$ cat src/rtl/fetch_redirect_scheduler_pkg.sv
// Shared types and defaults for the fetch redirect scheduler and its halt FSM.
package fetch_redirect_scheduler_pkg;

   localparam int unsigned DefPcWidth       = 32;
   localparam int unsigned DefBrWidth       = 2;
   localparam int unsigned DefWaitDelay     = 2;
   localparam int unsigned DefMaxHalt       = 63;
   localparam bit          DefStopOnMispred = 1'b1;

   typedef enum logic [1:0] {
      SrcNone = 2'd0,
      SrcRw   = 2'd1,
      SrcRn   = 2'd2,
      SrcInt  = 2'd3
   } redirect_src_e;

   typedef enum logic [1:0] {
      PhFetch = 2'd0,
      PhDelay = 2'd1,
      PhHalt  = 2'd2
   } halt_phase_e;

   // An incoming flush may replace a held one when its priority is higher or equal.
   // Only rw and rename are ever held, and rw outranks rename.
   function automatic logic src_may_replace(redirect_src_e incoming, redirect_src_e held);
      return (incoming == SrcRw) || (held != SrcRw);
   endfunction

endpackage

$ cat src/rtl/redirect_halt_fsm.sv
// Stop-fetch-on-mispredict FSM: delays, then bubbles the front end until recovery or timeout.
module redirect_halt_fsm
   import fetch_redirect_scheduler_pkg::*;
#(
   parameter int unsigned BR_WIDTH        = DefBrWidth,
   parameter int unsigned WAIT_DELAY      = DefWaitDelay,
   parameter int unsigned MAX_HALT        = DefMaxHalt,
   parameter bit          STOP_ON_MISPRED = DefStopOnMispred
) (
   input  logic                clk,
   input  logic                rst,
   input  logic [BR_WIDTH-1:0] br_mispred,
   input  logic                rw_flush,
   input  logic                commit_phase,
   output halt_phase_e         state,
   output logic                fetch_bubble,
   output logic [15:0]         mispred_cnt
);

   localparam int unsigned DlyW  = (WAIT_DELAY > 1) ? $clog2(WAIT_DELAY) : 1;
   localparam int unsigned HaltW = (MAX_HALT > 0) ? $clog2(MAX_HALT + 1) : 1;
   localparam logic [DlyW-1:0]  DlyLoad  = DlyW'(WAIT_DELAY - 1);
   localparam logic [HaltW-1:0] HaltLast = HaltW'(MAX_HALT);

   halt_phase_e      state_q, state_d;
   logic [DlyW-1:0]  dly_cnt_q, dly_cnt_d;
   logic [HaltW-1:0] halt_cnt_q, halt_cnt_d;
   logic [15:0]      mispred_cnt_q, mispred_cnt_d;

   // State and counter registers
   always_ff @(posedge clk or negedge rst) begin
      if (!rst) begin
         state_q       <= PhFetch;
         dly_cnt_q     <= '0;
         halt_cnt_q    <= '0;
         mispred_cnt_q <= '0;
      end else begin
         state_q       <= state_d;
         dly_cnt_q     <= dly_cnt_d;
         halt_cnt_q    <= halt_cnt_d;
         mispred_cnt_q <= mispred_cnt_d;
      end
   end

   // Next-state and counter update; mispredicts outside FETCH are ignored
   always_comb begin
      state_d       = state_q;
      dly_cnt_d     = dly_cnt_q;
      halt_cnt_d    = halt_cnt_q;
      mispred_cnt_d = mispred_cnt_q;
      unique case (state_q)
         PhFetch: begin
            if (STOP_ON_MISPRED && (|br_mispred) && !rw_flush) begin
               state_d   = PhDelay;
               dly_cnt_d = DlyLoad;
            end
         end
         PhDelay: begin
            if (rw_flush || commit_phase) begin
               state_d = PhFetch;
            end else if (dly_cnt_q == '0) begin
               state_d    = PhHalt;
               halt_cnt_d = '0;
               if (mispred_cnt_q != 16'hFFFF) begin
                  mispred_cnt_d = mispred_cnt_q + 16'd1;
               end
            end else begin
               dly_cnt_d = dly_cnt_q - DlyW'(1);
            end
         end
         PhHalt: begin
            if (rw_flush || commit_phase) begin
               state_d = PhFetch;
            end else if (halt_cnt_q == HaltLast) begin
               state_d = PhFetch;
            end else begin
               halt_cnt_d = halt_cnt_q + HaltW'(1);
            end
         end
         default: state_d = PhFetch;
      endcase
   end

   // Outputs; the recovery cycle itself is never bubbled
   always_comb begin
      state        = state_q;
      mispred_cnt  = mispred_cnt_q;
      fetch_bubble = STOP_ON_MISPRED && (state_q == PhHalt) && !rw_flush;
   end

endmodule

$ cat src/rtl/fetch_redirect_scheduler.sv
// Arbitrates rw / rename / interrupt redirects into the next-PC stage, holding them across stalls.
module fetch_redirect_scheduler
   import fetch_redirect_scheduler_pkg::*;
#(
   parameter int unsigned PC_WIDTH        = DefPcWidth,
   parameter int unsigned BR_WIDTH        = DefBrWidth,
   parameter int unsigned WAIT_DELAY      = DefWaitDelay,
   parameter int unsigned MAX_HALT        = DefMaxHalt,
   parameter bit          STOP_ON_MISPRED = DefStopOnMispred
) (
   input  logic                clk,
   input  logic                rst,
   input  logic                stall,
   input  logic                rw_flush,
   input  logic [PC_WIDTH-1:0] rw_pc,
   input  logic                rn_flush,
   input  logic [PC_WIDTH-1:0] rn_pc,
   input  logic                commit_phase,
   input  logic [BR_WIDTH-1:0] br_mispred,
   input  logic                int_req,
   input  logic [PC_WIDTH-1:0] int_addr,
   output logic                int_ack,
   output logic                redirect_valid,
   output logic [PC_WIDTH-1:0] redirect_pc,
   output logic [1:0]          redirect_src,
   output logic                fetch_bubble,
   output logic [1:0]          halt_state,
   output logic [15:0]         mispred_cnt
);

   halt_phase_e         phase;
   logic                pend_valid_q, pend_valid_d;
   logic [PC_WIDTH-1:0] pend_pc_q, pend_pc_d;
   redirect_src_e       pend_src_q, pend_src_d;
   redirect_src_e       in_src, win_src;
   logic [PC_WIDTH-1:0] in_pc;

   redirect_halt_fsm #(
      .BR_WIDTH        (BR_WIDTH),
      .WAIT_DELAY      (WAIT_DELAY),
      .MAX_HALT        (MAX_HALT),
      .STOP_ON_MISPRED (STOP_ON_MISPRED)
   ) u_halt_fsm (
      .clk          (clk),
      .rst          (rst),
      .br_mispred   (br_mispred),
      .rw_flush     (rw_flush),
      .commit_phase (commit_phase),
      .state        (phase),
      .fetch_bubble (fetch_bubble),
      .mispred_cnt  (mispred_cnt)
   );

   assign halt_state   = phase;
   assign redirect_src = win_src;

   // Pending redirect register
   always_ff @(posedge clk or negedge rst) begin
      if (!rst) begin
         pend_valid_q <= 1'b0;
         pend_pc_q    <= '0;
         pend_src_q   <= SrcNone;
      end else begin
         pend_valid_q <= pend_valid_d;
         pend_pc_q    <= pend_pc_d;
         pend_src_q   <= pend_src_d;
      end
   end

   // Hold flushes during stall; otherwise pick rw > pending > rename > interrupt
   always_comb begin
      pend_valid_d   = pend_valid_q;
      pend_pc_d      = pend_pc_q;
      pend_src_d     = pend_src_q;
      in_src         = rw_flush ? SrcRw : SrcRn;
      in_pc          = rw_flush ? rw_pc : rn_pc;
      redirect_valid = 1'b0;
      redirect_pc    = '0;
      win_src        = SrcNone;
      int_ack        = 1'b0;
      if (stall) begin
         if ((rw_flush || rn_flush) &&
             (!pend_valid_q || src_may_replace(in_src, pend_src_q))) begin
            pend_valid_d = 1'b1;
            pend_pc_d    = in_pc;
            pend_src_d   = in_src;
         end
      end else begin
         // Pending is consumed, or squashed by a live rw flush
         pend_valid_d = 1'b0;
         if (rw_flush) begin
            redirect_valid = 1'b1;
            redirect_pc    = rw_pc;
            win_src        = SrcRw;
         end else if (pend_valid_q) begin
            redirect_valid = 1'b1;
            redirect_pc    = pend_pc_q;
            win_src        = pend_src_q;
         end else if (rn_flush) begin
            redirect_valid = 1'b1;
            redirect_pc    = rn_pc;
            win_src        = SrcRn;
         end else if (int_req && (phase == PhFetch)) begin
            redirect_valid = 1'b1;
            redirect_pc    = int_addr;
            win_src        = SrcInt;
            int_ack        = 1'b1;
         end
      end
      // Reset silences the combinational outputs immediately
      if (!rst) begin
         redirect_valid = 1'b0;
         redirect_pc    = '0;
         win_src        = SrcNone;
         int_ack        = 1'b0;
      end
   end

endmodule
$ cat config.mk
export PLATFORM = sky130hd
export DESIGN_NAME = fetch_redirect_scheduler
export DESIGN_NICKNAME = d
export VERILOG_FILES = /design/src/rtl/fetch_redirect_scheduler_pkg.sv /design/src/rtl/redirect_halt_fsm.sv /design/src/rtl/fetch_redirect_scheduler.sv
export SDC_FILE = /design/constraint.sdc
export NUM_CORES = 1
export LEC_CHECK = 0
export ABC_AREA = 1
export BUFFER_PORTS_ARGS = -buffer_cell sky130_fd_sc_hd__buf_2
export CORE_MARGIN = 4
export CORE_UTILIZATION = 55
export CTS_CLUSTER_SIZE = 14
export DETAILED_ROUTE_END_ITERATION = 10
export GPL_ROUTABILITY_DRIVEN = 0
export MAX_ROUTING_LAYER = met4
export PLACE_DENSITY_LB_ADDON = 0.12
export SETUP_SLACK_MARGIN = 0.1
export SLEW_MARGIN = 40
export SYNTH_ARGS = -nofsm -noshare
export SYNTH_HDL_FRONTEND = slang
export SYNTH_HIERARCHICAL = 1
export SYNTH_SLANG_ARGS = --single-unit
$ cat constraint.sdc
create_clock -name clk -period 2.15 [get_ports clk]
set_input_delay 0.1075 -clock clk [delete_from_list [all_inputs] [get_ports clk]]
set_output_delay 0.1075 -clock clk [all_outputs]
set_load 0.02 [all_outputs]
Word-level counts from Yosys, hierarchy flattened
Cells that the tools add are included.

Multiplexer cells: 42. Bitwise operators: 2. Add/subtract/negate cells: 3. Reductions and logical operators: 19. Equal/unequal tests: 14.

Operators by type and width (count): $mux W32 (7); $mux W2 (12); $mux W6 (4); $add A16 B1 Y16 const B (1); $mux W1 (16); $ne A16 B16 Y1 const B (1); $pmux W6 S2 (1); $ne A2 B2 Y1 const B (4); $add A6 B1 Y6 const B (1); $eq A6 B6 Y1 const B (1); $ne A2 B1 Y1 const B (3); $pmux W2 S3 (1); $reduce_and A3 Y1 (2); $reduce_and A5 Y1 (1); $eq A2 B1 Y1 const B (2); $logic_and A1 B1 Y1 (4); $logic_or A1 B1 Y1 (4); $reduce_and A4 Y1 (1); $reduce_bool A2 Y1 (2); $ne A3 B1 Y1 const B (1); $ne A3 B3 Y1 const B (1); $eq A2 B2 Y1 const B (1); $logic_not A1 Y1 (2); $logic_not A2 Y1 (1); 5 further kinds (6).

Logic and storage cells: 87. Register bits after elaboration: 60. Output and inout bits: 55. Input port bits: 105.

Logic depth before layout (Yosys ltp)
Gate-level depths: netlist of run 1.

Depth after elaboration: 8. Gate-level depth with buffers: 9.

Hierarchy
Netlist of run 1, hierarchy kept.

By module, submodules not included: fetch_redirect_scheduler (cells each 521, area each 3032.9 sq um, sequential area each 875.8 sq um, times used 1); redirect_halt_fsm (cells each 217, area each 1564.0 sq um, sequential area each 625.6 sq um, times used 1).

Least setup slack after synthesis of run 1
No wires, ideal clock.

Path kind: register to output. Start: register u_halt_fsm.state_q[0] (netlist: u_halt_fsm/state[0]). End: output port redirect_src[1]. Arrival time: 1.624 ns. Stages on the path, launching flop included: 5. Required time: 2.043 ns. Path slack: 0.418 ns. Path buffers: 1. Cells stage by stage: dfrtp_1 -> nor2_2 -> buf_2 -> a21oi_1 -> nor4_1.

Word-level cells in the longest chain between the ends: 8.

RTL lines: start: declaration (RTL line redirect_halt_fsm.sv:25) `halt_phase_e state_q, state_d;`; start signal: assignment (RTL line redirect_halt_fsm.sv:33) `state_q <= PhFetch;`; start signal: assignment (RTL line redirect_halt_fsm.sv:38) `state_q <= state_d;`; $logic_not A2 Y1 (RTL line fetch_redirect_scheduler.sv:103) `end else if (int_req && (phase == PhFetch)) begin`; $logic_and A1 B1 Y1 (RTL line fetch_redirect_scheduler.sv:103); $mux W2 (RTL line fetch_redirect_scheduler.sv:103); $mux W2 (RTL line fetch_redirect_scheduler.sv:99) `end else if (rn_flush) begin`; $mux W2 (RTL line fetch_redirect_scheduler.sv:95) `end else if (pend_valid_q) begin`; $mux W2 (RTL line fetch_redirect_scheduler.sv:91) `if (rw_flush) begin`; $mux W2 (RTL line fetch_redirect_scheduler.sv:81) `if (stall) begin`; $mux W2 (RTL line fetch_redirect_scheduler.sv:111) `if (!rst) begin`; end: declaration (RTL line fetch_redirect_scheduler.sv:25) `output logic [1:0] redirect_src,`.

No other way between the ends.

Worst setup path after layout of run 1
Start: input port rst. End: output port redirect_src[0].

Word-level cells in the longest chain between the ends: 1.

RTL lines: start: declaration (RTL line fetch_redirect_scheduler.sv:12) `input logic rst,`; $mux W2 (RTL line fetch_redirect_scheduler.sv:111).

No other way between the ends.

==> results of run 1 <==
==> state kept, by name, summed over array words and instances, names as in the netlist <==
signal and cells:
pend_pc_q 32, u_halt_fsm/mispred_cnt 16, u_halt_fsm/halt_cnt_q 6, pend_src_q 2, u_halt_fsm/state 2, pend_valid_q 1, u_halt_fsm/dly_cnt_q 1
==> critical path, stage by stage <==
cell	delay [ns]
dlygate4sd3_1	0.52
buf_2	0.16
nand2_1	0.22
buf_4	0.32
a31oi_1	0.27
buf_2	0.22
==> layout make-up <==
type / instances / area share
Timing Repair Buffer: 171 / 0.161
Sequential cell: 60 / 0.270
Multi-Input combinational cell: 602 / 0.488
Clock buffer: 10 / 0.0230
Inverter: 29 / 0.0200
Clock inverter: 5 / 0.0140
Tap cell: 105 / 0.0236
==> how the worst min path moves through the flow <==
stage,from,endpoint,slack (ns)
after floorplan,rst,pend_pc_q[0],-0.19
after global placement,rst,u_halt_fsm/halt_cnt_q[5],0.39
after detailed placement,rst,pend_pc_q[1],0.39
after CTS,rst,u_halt_fsm/halt_cnt_q[5],0.03
after global routing,stall,pend_valid_q,0.13
final,stall,pend_valid_q,0.11
==> cells by family after synthesis <==
family | after synthesis | share of synthesized area
fa+ha+maj | 2 | 0.00544
flops | 60 | 0.327
simple gates | 505 | 0.470
xor+xnor | 7 | 0.0133
compound gates | 88 | 0.102
buf+inv | 76 | 0.0836
==> cells in the final DEF (no fill, tap or decap) <==
master	instances
dlygate4sd3_1	1
nand2_2	11
buf_6	2
inv_2	5
nand2_8	1
nand2_1	307
ha_1	2
clkbuf_8	9
clkbuf_1	1
buf_2	159
nand3_1	45
inv_1	23
nor3_1	2
bufinv_16	2
nand3b_1	2
dfrtp_1	60
nor2_4	2
nor4_1	1
xor2_1	7
o21ai_0	14
o21ai_2	6
a31oi_1	1
buf_4	9
nand2_4	2
clkinv_2	2
nand4_1	38
nor2_2	5
nand3_2	2
a21oi_1	66
nor2_1	87
inv_4	1
clkinvlp_4	1
o21a_1	1
==> power breakdown <==
part / switching, mW / leakage, nW / total, mW / internal, mW
sequential: 0.170 / 0.765 / 1.48 / 1.31
combinational: 0.819 / 2.17 / 1.26 / 0.444
clock: 0.452 / 0.102 / 1.09 / 0.643
==> layer usage <==
layer	share of wire	vias up	global-route usage
met5	0	-	-
li1	-	2641	-
met3	0.087	25	0.0316
met2	0.47	275	0.454
met1	0.43	2503	0.376
met4	0.018	0	0.0935
==> through the flow <==
| step | utilization | total power, mW | hold WS, ns |
|---|---|---|---|
| after global routing | 0.680 | 4.05 | 0.127 |
| after detailed placement | 0.652 | 2.74 | 0.389 |
| final | 0.680 | 3.83 | 0.114 |
| after floorplan | - | 2.34 | -0.188 |
| after CTS | 0.677 | 3.83 | 0.0299 |
| after global placement | 0.652 | 2.70 | 0.389 |
==> what timing repair did <==
item | CTS | global route
gates resized for setup | 0 | 3
hold buffers | 0 | 1
endpoints found under the setup margin | 0 | 13
endpoints found under the hold margin | 0 | 60
==> results summary, run 1 <==
The flow ran to the end, and the final reports show no timing, DRC or antenna violations. Summed over all cells, the static leakage comes to approximately 3.0 nW. In the final layout, flip-flops and latches occupy 1500 um2.

The accumulated negative setup slack came out at 0 ns. For this run, asynchronously set or reset flops after synthesis account for 1.00. The number of max-slew violations in the final report is 0. In this run the worst setup path begins at rst.

The number of buffers inserted during clock tree synthesis came out at 9. The share of the yosys chip area belonging to registers came out at 0.327. In this run, distinct cell masters in the synthesized netlist total 28. The count of buffers inserted at the top-level ports came out at approximately 160. The ratio of final minimum period to clock period is 0.898.

Data on the critical path is required at its endpoint by about 2.0 ns. The number of primary I/O pins is 160. The number of diodes came out at 0. Along the worst path, the maximum fanout reaches 28.

The area inside the core boundary is just over 8000 um2. The cell count of the worst reg-to-reg path came out at 9. The floorplan die width came out at roughly 99 um. The number of setup buffers added after CTS is 0.

The critical path ends at redirect_src[0]. The layout overhead on the synthesized area came out at 20.9%. In the post-route analysis, the smallest setup slack over all paths is 0.219 ns. The number of setup violations in the final report is 0.

The DRC violations left came out at 0. After routing the design area is 5560 um2. The clock transition at the registers of the reported paths came out at about 0.06 ns. The iteration-0 DRC count of the detailed router came out at approximately 430. STA classifies the critical path endpoint as a primary output. The mapped cell area came out at ~4600 um2. The worst reg2reg path endpoint is u_halt_fsm/mispred_cnt[1].

The number of standard-cell rows in the floorplan is 33. Summing all placed instances gives a cell area of 5330 um2. Data on the critical path arrives at its endpoint at roughly 1.8 ns.

The most common cell in the synthesized netlist is nand2_1. After detailed routing, the number of vias per cell comes to approximately 5.5. The final cell count without fillers is around 980. The total via count after detailed routing is between 5k and 6k. In this run the clock root is driven by a clkbuf_8. The cell count after placement came out at approximately 970. The clock network latency to the later pin of the worst-skew pair came out at around 0.33 ns. Synthesis inferred 60 register bits. The net count of the mapped netlist came out at 845.

The final critical path time including I/O delays and setup is 1.93 ns. The clock passes through at most 2 buffers. The worst voltage drop across the vdd grid is between 900 and 1000 uV. The all-layer global routing usage is 0.283. The tool flagged a number of max-cap violations equal to 0. In the synthesized netlist the dominant register cell turns out to be dfrtp_1.

The power per cell area is ~690 nW/um2. The actual slew at the worst max-slew pin came out at between 0.7 and 0.8 ns. From bottom edge to top edge, the die measures roughly 100 um. For this run, the detailed router's first-pass iteration total came to 5. The top cell type by total area after synthesis is dfrtp_1.

In this run the critical register-to-register path is launched from u_halt_fsm/mispred_cnt[0]. Setup slack on the worst reg-to-reg path comes out at about 0.42 ns. After filler insertion, the fill cell instance count of the layout stands at 740. Summed over all nets, the half-perimeter wirelength after detailed placement is between 9000 and 10000 um. Prior to clock tree synthesis, the placed netlist has a worst setup slack of 0.482 ns. The average routed wire per standard cell came out at about 14 um.

The number of antenna violations at the first check in global routing is 0. The number of cells produced by synthesis is between 700 and 800. The area occupied by multi-input gates came out at between 2000 and 3000 um2. The fraction of layout cells with a size suffix above 1 came out at 0.250. The total detailed-routing wirelength is between 10000 and 15000 um. The number of flops mapped to enable cells by yosys is 0. The worst clock skew came out at 0.0101 ns. The count of nets after finishing is 980. The critical path in this run is classified as in -> out.

Setup repair after global routing left no endpoint under its margin. The number of global-route vias before repair was 4987. The H-tree was split into 3 levels.

The proportion of netlist area held by the largest area contributor is 0.327. The number of nets with antenna violations after routing came out at 0. The per-instance average area after synthesis came out at roughly 6.2 um2. The number of synthesis warnings came out at 6. The worst pin sits at a relative slew slack of 0.513. The first-pass GRT wire length is 22600 um. The path class of the tightest hold or removal check is in -> reg. The largest net degree at the start of global routing is 61. The remaining global-route overflow is 0. TritonCTS built the clock tree. The hold violation total from the final report was 0.

By area the synthesized netlist is led by dfrtp_1 (33%), nand2_1 (25%), a21oi_1 (7.2%). The worst hold path was traced through 3 stages. The effective utilization at floorplan is 0.562. The commonest cells after synthesis are nand2_1 (307), nor2_1 (87), a21oi_1 (66). The TritonCTS sink count is 60. The maximum operating frequency is around 520 MHz.

The element type at the critical path start is a primary input. The die outline area is between 9000 and 10000 um2.
(Power assumes the default switching activity.)
==> run 2, diff against run 1 <==
--- a/config.mk
+++ b/config.mk
@@ -5,10 +5,9 @@
 export SDC_FILE = /design/constraint.sdc
 export NUM_CORES = 1
 export LEC_CHECK = 0
-export ABC_AREA = 1
 export BUFFER_PORTS_ARGS = -buffer_cell sky130_fd_sc_hd__buf_2
 export CORE_MARGIN = 4
-export CORE_UTILIZATION = 55
+export CORE_UTILIZATION = 53
 export CTS_CLUSTER_SIZE = 14
 export DETAILED_ROUTE_END_ITERATION = 10
 export GPL_ROUTABILITY_DRIVEN = 0
==> run 2 against run 1 <==
Die area is 7.6% lower. First-iteration DRC count is 60% lower. Worst setup slack worse by 0.13 ns. Cell count is 31% lower. Sequential share of layout area is 0.27 points lower. Wire length is 10% lower. Global-route usage is 1.3 points lower. Synthesized area is 12% lower. Sequential cell count stayed put. Critical path type is now reg -> out. Largest power group unchanged.
==> results summary, run 2 <==
The flow ran to the end, and the final reports show no timing, DRC or antenna violations. The number of max-slew violations in the final report is 0 (unchanged). The leading register cell type out of synthesis is dfrtp_1. The largest net degree at the start of global routing came out at 61 (unchanged). The number of flops mapped to enable cells by yosys is 0 (unchanged). The number of standard-cell rows in the floorplan is 31 (-6.1%).

The number of setup violations in the final report was 0 (unchanged). The maximum operating frequency is 486 MHz (-6.2%). The worst setup path is launched from a flop. The internal power came out at 2.64 mW (+10%). The fraction of layout cells with a size suffix above 1 is 0.554 (+0.304). The cell leakage power came out at 2.56 nW (-16%). The tree is rooted in a clkbuf_8. The count of filler cells inserted in the layout came out at 535 (-28%). The number of antenna violations at the first check in global routing was 0 (unchanged). The data arrival time of the critical path came out at 1.95 ns (+0.13 ns). The total via count after detailed routing came to 4148 (-24%). The iteration-0 DRC count of the detailed router is 172 (-60%). The most common cell in the synthesized netlist is mux2_2. The net switching share of the total power came out at 0.296 (-0.0800). The maximum fanout count along the critical path came out at 7 (-75%).

The vias per cell is 6.15 (+11%). The count of buffers inserted at the top-level ports came out at 159 (unchanged). The worst min-delay path class is in -> reg. The number of cells produced by synthesis is 399 (-46%). The placed cell area came out at 4960 um2 (-7.0%).

The number of diodes is 0 (unchanged). The share of the yosys chip area belonging to registers came to 0.369 (+0.0426). The final critical path time including I/O delays and setup came out at 2.06 ns (+0.127 ns). The count of buffer and inverter cells on the critical path is 5 (+1). The hold violation total from the final report is 0 (unchanged). Ranked by flip-flop count, first place goes to pend_pc_q. The all-layer global routing usage came to 0.270 (-0.0127). The part of the total power dissipated in combinational logic is 0.278 (-0.051). The DRC violations left was 0 (unchanged). The net count of the mapped netlist came out at 506 (-40%).

The first-pass GRT wire length came to 18800 um (-17%). The worst setup path is captured at a primary output. The number of synthesis warnings is 6 (unchanged). The average routed wire per standard cell is 18.7 um (+31%). The per-instance average area after synthesis is 10.2 um2 (+64%). The number of global-route vias before repair is 3918 (-21%). The number of buffers inserted during clock tree synthesis came out at 9 (unchanged). The effective utilization at floorplan came to 0.552 (-0.0105). The floorplan die width came out at 95.6 um (-3.9%).

The number of distinct library cell variants in the gate-level netlist after synthesis is 50 (+79%). The area inside the core boundary came to 7370 um2 (-9.9%). The cell family with the largest share of critical-path delay is buffers and inverters. The deepest clock path buffer count came out at 2 (unchanged). The height of the die is 95.6 um (-3.9%). The slowest stage of the critical path is the dfrtp_1 cell. Setup repair after global routing could not meet its margin everywhere.

The HPWL after detailed placement came to 8370 um (-14%). The post-place setup slack came out at 0.199 ns (-0.283 ns). The remaining max-slew budget at the tightest pin is 0.513 (+0.000898).

The reported net switching power came to 1.11 mW (-23%). The mapped cell area came out at 4070 um2 (-12%). The sum of internal, switching and leakage power was 3.74 mW (-2.4%).

The async set or reset register ratio after synthesis came out at 1.00 (unchanged). The deepest level of the CTS H-tree came out at 3 (unchanged). The final worst slack came out at 0.0921 ns (-0.127 ns).

The post-synthesis register bit count is 60 (unchanged). Ranked by total cell area, the synthesized netlist is headed by dfrtp_1 (37%), mux2_2 (18%), a221o_1 (7.9%). The number of nets with antenna violations after routing is 0 (unchanged). The layout overhead on the synthesized area came out at 38.1%.

The TritonCTS sink count is 60 (unchanged). The total detailed-routing wirelength is 12600 um (-10%). The remaining global-route overflow is 0 (unchanged). Summed over all instances, the cell type with the most area after synthesis is dfrtp_1. The cell with the most instances on the worst path is buf_6. The count of nets after finishing came out at 678 (-31%).

The startpoint-to-endpoint class of the critical path is reg -> out. The data required time of the worst path came out at 2.04 ns (about the same). Ranked by instance count, the synthesized netlist is headed by mux2_2 (64), dfrtp_1 (60), a21oi_1 (34).

The ratio of final minimum period to clock period is 0.957 (+0.0591). The sequential share of power is 0.378 (-0.007). The maximum single-stage delay on the critical path is 0.39 ns (-0.13 ns). The clock network latency to the later pin of the worst-skew pair is 0.34 ns (about the same). The actual slew at the worst max-slew pin came out at 0.730 ns (-0.00135 ns).

The signal on the critical path passes through buf_6 > nor4b_4 > buf_6 > buf_12 > buf_8 > a21oi_2 > nor3_1 > buf_2. The power per cell area came to 666 nW/um2 (-3.4%). The number of search-and-repair iterations in the first detailed-routing pass came to 5 (unchanged).

The number of primary I/O pins is 160 (unchanged). The TritonCTS clock tree is yes. The design area is 5620 um2 (+1.1%). The most common cell after layout, fill and taps aside is buf_2. The top cell types in the final layout, fill and taps aside, are buf_2 (140), mux2_2 (64), dfrtp_1 (59). The proportion of power drawn by the clock network came out at 0.344 (+0.059). The clock transition at the registers of the reported paths came out at 0.07 ns (about the same). The flip-flop count of the largest register, all copies and words added came out at 32 (unchanged). The max-capacitance violation count came out at 0 (unchanged). The die outline area is 9140 um2 (-7.6%). The proportion of netlist area held by the largest area contributor is 0.369 (+0.0426).

The worst clock skew is 0.00808 ns (-0.00200 ns). The worst voltage drop across the vdd grid came out at 574 uV (-39%). The accumulated negative setup slack was 0 ns (unchanged).

The core utilization of the finished layout is 0.762 (+0.0825).
==> run 2: power groups by stage <==
stage / clock [mW] / sequential (mW) / combinational [mW]
3_3_place_gp: 0 / 1.42 / 0.892
4_1_cts: 1.29 / 1.41 / 0.947
2_1_floorplan: 0 / 1.43 / 0.584
5_1_grt: 1.36 / 1.44 / 1.12
6_report: 1.29 / 1.41 / 1.04
3_5_place_dp: 0 / 1.43 / 0.913
==> run 2: worst paths after layout <==
path	depth (start not counted)	end	slack [ns]	startpoint
max	8	redirect_pc[12]	0.09	u_halt_fsm/state[1]
min	2	pend_valid_q	0.03	stall
max reg2reg	5	u_halt_fsm/mispred_cnt[15]	0.11	u_halt_fsm/state[1]
min reg2reg	1	pend_pc_q[26]	0.50	pend_pc_q[26]
max in group asynchronous	3	u_halt_fsm/state[0]	1.30	rst
min in group asynchronous	3	u_halt_fsm/halt_cnt_q[3]	0.45	rst
==> run 2: timing repair <==
action / CTS / global route
setup buffers: 7 / 5
gates resized for setup: 1 / 64
hold endpoints to repair: 0 / 60
setup endpoints to repair: 5 / 41
gates cloned: 2 / 1
hold buffers: 0 / 1
pin swaps: 4 / 46
==> run 2: cell type report <==
cell class,instances,area (um2),area share
inverter,5,18.8,0.00334
clock buffer,12,155,0.0276
tap,99,124,0.0221
multi-input combinational,300,2500,0.444
timing repair buffer,195,1220,0.218
sequential,60,1500,0.268
clock inverter,4,95.1,0.0169
==> run 2: worst register-to-register path, delay by kind of cell, from the launching register on <==
| family | cells | cell delay, ns |
|---|---|---|
| buffers and inverters | 1 | 0.14 |
| flip-flops | 1 | 0.39 |
| AND/OR/NAND/NOR | 3 | 1.08 |
| multiplexers | 1 | 0.32 |
==> run 2: cell families after synthesis <==
family	after synthesis	synth area share
buffers and inverters	39	0.0517
DFF	60	0.369
AOI/OAI and AO/OA	120	0.211
and+or+nand+nor	98	0.147
muxes	70	0.194
adders and majority gates	2	0.00615
xor gates and xnor gates	10	0.0215
==> run 2: per-stage QoR <==
stage / std cells / hold slack (ns)
floorplan: 399 / -0.188
global placement: 643 / 0.353
detailed placement: 643 / 0.357
CTS: 668 / 0.0187
global route: 675 / 0.0178
finish: 675 / 0.0251
==> run 2: layer usage <==
metal / share of wire / vias to the layer above / GRT usage
li1: - / 1914 / -
met3: 0.072 / 21 / 0.0450
met4: 0.018 / 0 / 0.0912
met2: 0.51 / 180 / 0.453
met5: 0 / - / -
met1: 0.40 / 2033 / 0.331
==> run 3, diff against run 2 <==
--- a/config.mk
+++ b/config.mk
@@ -6,8 +6,10 @@
 export NUM_CORES = 1
 export LEC_CHECK = 0
 export BUFFER_PORTS_ARGS = -buffer_cell sky130_fd_sc_hd__buf_2
+export CELL_PAD_IN_SITES_DETAIL_PLACEMENT = 0
+export CELL_PAD_IN_SITES_GLOBAL_PLACEMENT = 1
 export CORE_MARGIN = 4
-export CORE_UTILIZATION = 53
+export CORE_UTILIZATION = 40
 export CTS_CLUSTER_SIZE = 14
 export DETAILED_ROUTE_END_ITERATION = 10
 export GPL_ROUTABILITY_DRIVEN = 0
==> run 3 against run 2 <==
Clock skew about the same. Highest routed layer unchanged. Global-route usage down 5.6 points. Maximum frequency up 1.6%. Sequential cell count unchanged. Combinational power about the same. Critical path depth down 1.
==> results summary, run 3 (synthesis results as in run 2) <==
The flow ran to the end, and the final reports show no timing, DRC or antenna violations. The maximum fanout count along the critical path is 6 (-1). The total via count after detailed routing was 3977 (-4.1%). The first-pass GRT wire length is 19700 um (+4.8%). The average routed wire per standard cell is 17.9 um (-4.2%). The worst clock skew came out at 0.00854 ns (+0.000463 ns). The clock transition at the registers of the reported paths came to 0.07 ns (about the same). The remaining global-route overflow is 0 (unchanged).

The remaining max-slew budget at the tightest pin is 0.631 (+0.117). The HPWL after detailed placement came to 8610 um (+2.8%). The count of nets after finishing is 674 (-0.59%).

The number of max-slew violations in the final report came out at 0 (unchanged). The final hold slack came out at 0.0430 ns (+0.0179 ns). The number of standard-cell rows in the floorplan came out at 36 (+16%). The max-capacitance violation count came out at 0 (unchanged). The ratio of final minimum period to clock period is 0.942 (-0.0148). The accumulated negative setup slack is 0 ns (unchanged).

The maximum operating frequency came out at 494 MHz (+1.6%). The area inside the core boundary is 9820 um2 (+33%). The number of diodes came to 0 (unchanged). The worst setup path is launched from a flop. The deepest clock path buffer count is 2 (unchanged). The die outline area is 11800 um2 (+30%). TritonCTS built the clock tree. The number of search-and-repair iterations in the first detailed-routing pass came out at 5 (unchanged). The number of buffers inserted during clock tree synthesis is 9 (unchanged). The count of filler cells inserted in the layout came to 942 (+76%). The height of the die is 109 um (+14%). The register cell area after layout was 1500 um2 (unchanged). Setup repair after global routing could not meet its margin everywhere. The total detailed-routing wirelength is 12600 um (about the same).

The data arrival time of the critical path is 1.92 ns (-0.03 ns). The final critical path time including I/O delays and setup is 2.03 ns (-0.0319 ns). The flip-flop count of the largest register, all copies and words added came out at 32 (unchanged).

The all-layer global routing usage is 0.214 (-0.0558). By startpoint and endpoint, the worst setup path is classified as reg -> out. The worst voltage drop across the vdd grid came out at 558 uV (-2.8%). The floorplan die width came out at 109 um (+14%). The deepest level of the CTS H-tree came out at 3 (unchanged).

The iteration-0 DRC count of the detailed router came out at 206 (+20%). The root buffer cell chosen for the clock tree is clkbuf_8. The number of global-route vias before repair is 3919 (+0.026%). The largest net degree at the start of global routing is 61 (unchanged). More flip-flops sit in one register than any other, and that register is pend_pc_q. The count of buffers inserted at the top-level ports is 159 (unchanged). In this run the worst hold path is classified as in -> reg. The power per cell area was 639 nW/um2 (-4.1%). The hold violation total from the final report is 0 (unchanged). The DRC violations left was 0 (unchanged). The number of setup violations in the final report came out at 0 (unchanged). The number of antenna violations at the first check in global routing came out at 0 (unchanged). The post-place setup slack was 0.217 ns (+0.0170 ns). The area growth from synthesis to layout is 36.5%. The effective utilization at floorplan is 0.414 (-0.138). The library cell used most frequently in the layout, excluding fill and tap cells, is buf_2. The data required time of the worst path is 2.04 ns (about the same). The worst setup path is captured at a primary output. The top cell types in the final layout, fill and taps aside, are buf_2 (144), mux2_2 (64), dfrtp_1 (59). The area occupied by multi-input gates is 2430 um2 (-2.8%).

The actual slew at the worst max-slew pin came out at 0.554 ns (-0.176 ns). The number of primary I/O pins is 160 (unchanged). The sum of internal, switching and leakage power is 3.55 mW (-5.3%). The cell leakage power came out at 2.53 nW (-1.3%).

The number of nets with antenna violations after routing is 0 (unchanged). The final worst slack is 0.124 ns (+0.0319 ns). The vias per cell came to 5.64 (-8.2%). The fraction of layout cells with a size suffix above 1 was 0.524 (-0.0293).

The TritonCTS sink count came to 60 (unchanged). The clock network latency to the later pin of the worst-skew pair came out at 0.33 ns (about the same).
## run 3: cell types whose count changed in the layout (fill, tap and decap cells not counted), sizes merged
cell	delta
buf	-5
clkinv	+2
bufinv	-1
## run 3: area by class of cell
type	instances	share of cell area
clock inverters	5	0.0135
well taps	133	0.0300
inverters	5	0.00338
repair buffers	191	0.220
flip-flops and latches	60	0.271
clock buffers	11	0.0255
multi-input cells	300	0.437
## run 3: final timing paths
check / startpoint / end / slack [ns] / cells after the start
min in group asynchronous: rst / u_halt_fsm/halt_cnt_q[0] / 0.42 / 3
worst min-delay path: stall / pend_valid_q / 0.04 / 2
max in group asynchronous: rst / u_halt_fsm/state[0] / 1.31 / 3
worst max-delay path: u_halt_fsm/state[0] / redirect_pc[21] / 0.12 / 7
worst max register to register: u_halt_fsm/state[1] / u_halt_fsm/mispred_cnt[7] / 0.24 / 5
worst min register to register: pend_pc_q[4] / pend_pc_q[4] / 0.51 / 1
## run 3: layer usage
layer,vias to the layer above,share of wire,GRT usage
li1,1908,-,-
met5,-,0,-
met4,0,0.0097,0.0667
met3,11,0.073,0.0373
met2,126,0.49,0.346
met1,1932,0.43,0.276
## run 3: power by group
group	internal, mW	switching [mW]	leakage (nW)
Combinational	0.512	0.515	1.67
Clock	0.679	0.432	0.113
Sequential	1.29	0.115	0.746
## run 3: through the flow
stage          std cells   util  area [um2]
6_report             705  0.565        5550
5_1_grt              705  0.565        5550
2_1_floorplan        399      -        4070
3_3_place_gp         674  0.508        4990
3_5_place_dp         674  0.508        4990
4_1_cts              699  0.542        5320
## run 3: repair_timing
action                                  CTS  global route
hold endpoints to repair                  0            60
resized for setup                         1            42
pin swaps                                 1            38
hold buffers                              0             1
setup buffers                             7             3
gates cloned                              2             2
endpoints found under the setup margin    2            36
## run 3: worst max-delay path: stages, from the launching register on
cell     delay [ns]
dfrtp_2        0.45
nor4b_4        0.30
buf_6          0.18
buf_12         0.13
buf_12         0.11
a21oi_1        0.06
nor3_1         0.15
buf_2          0.20
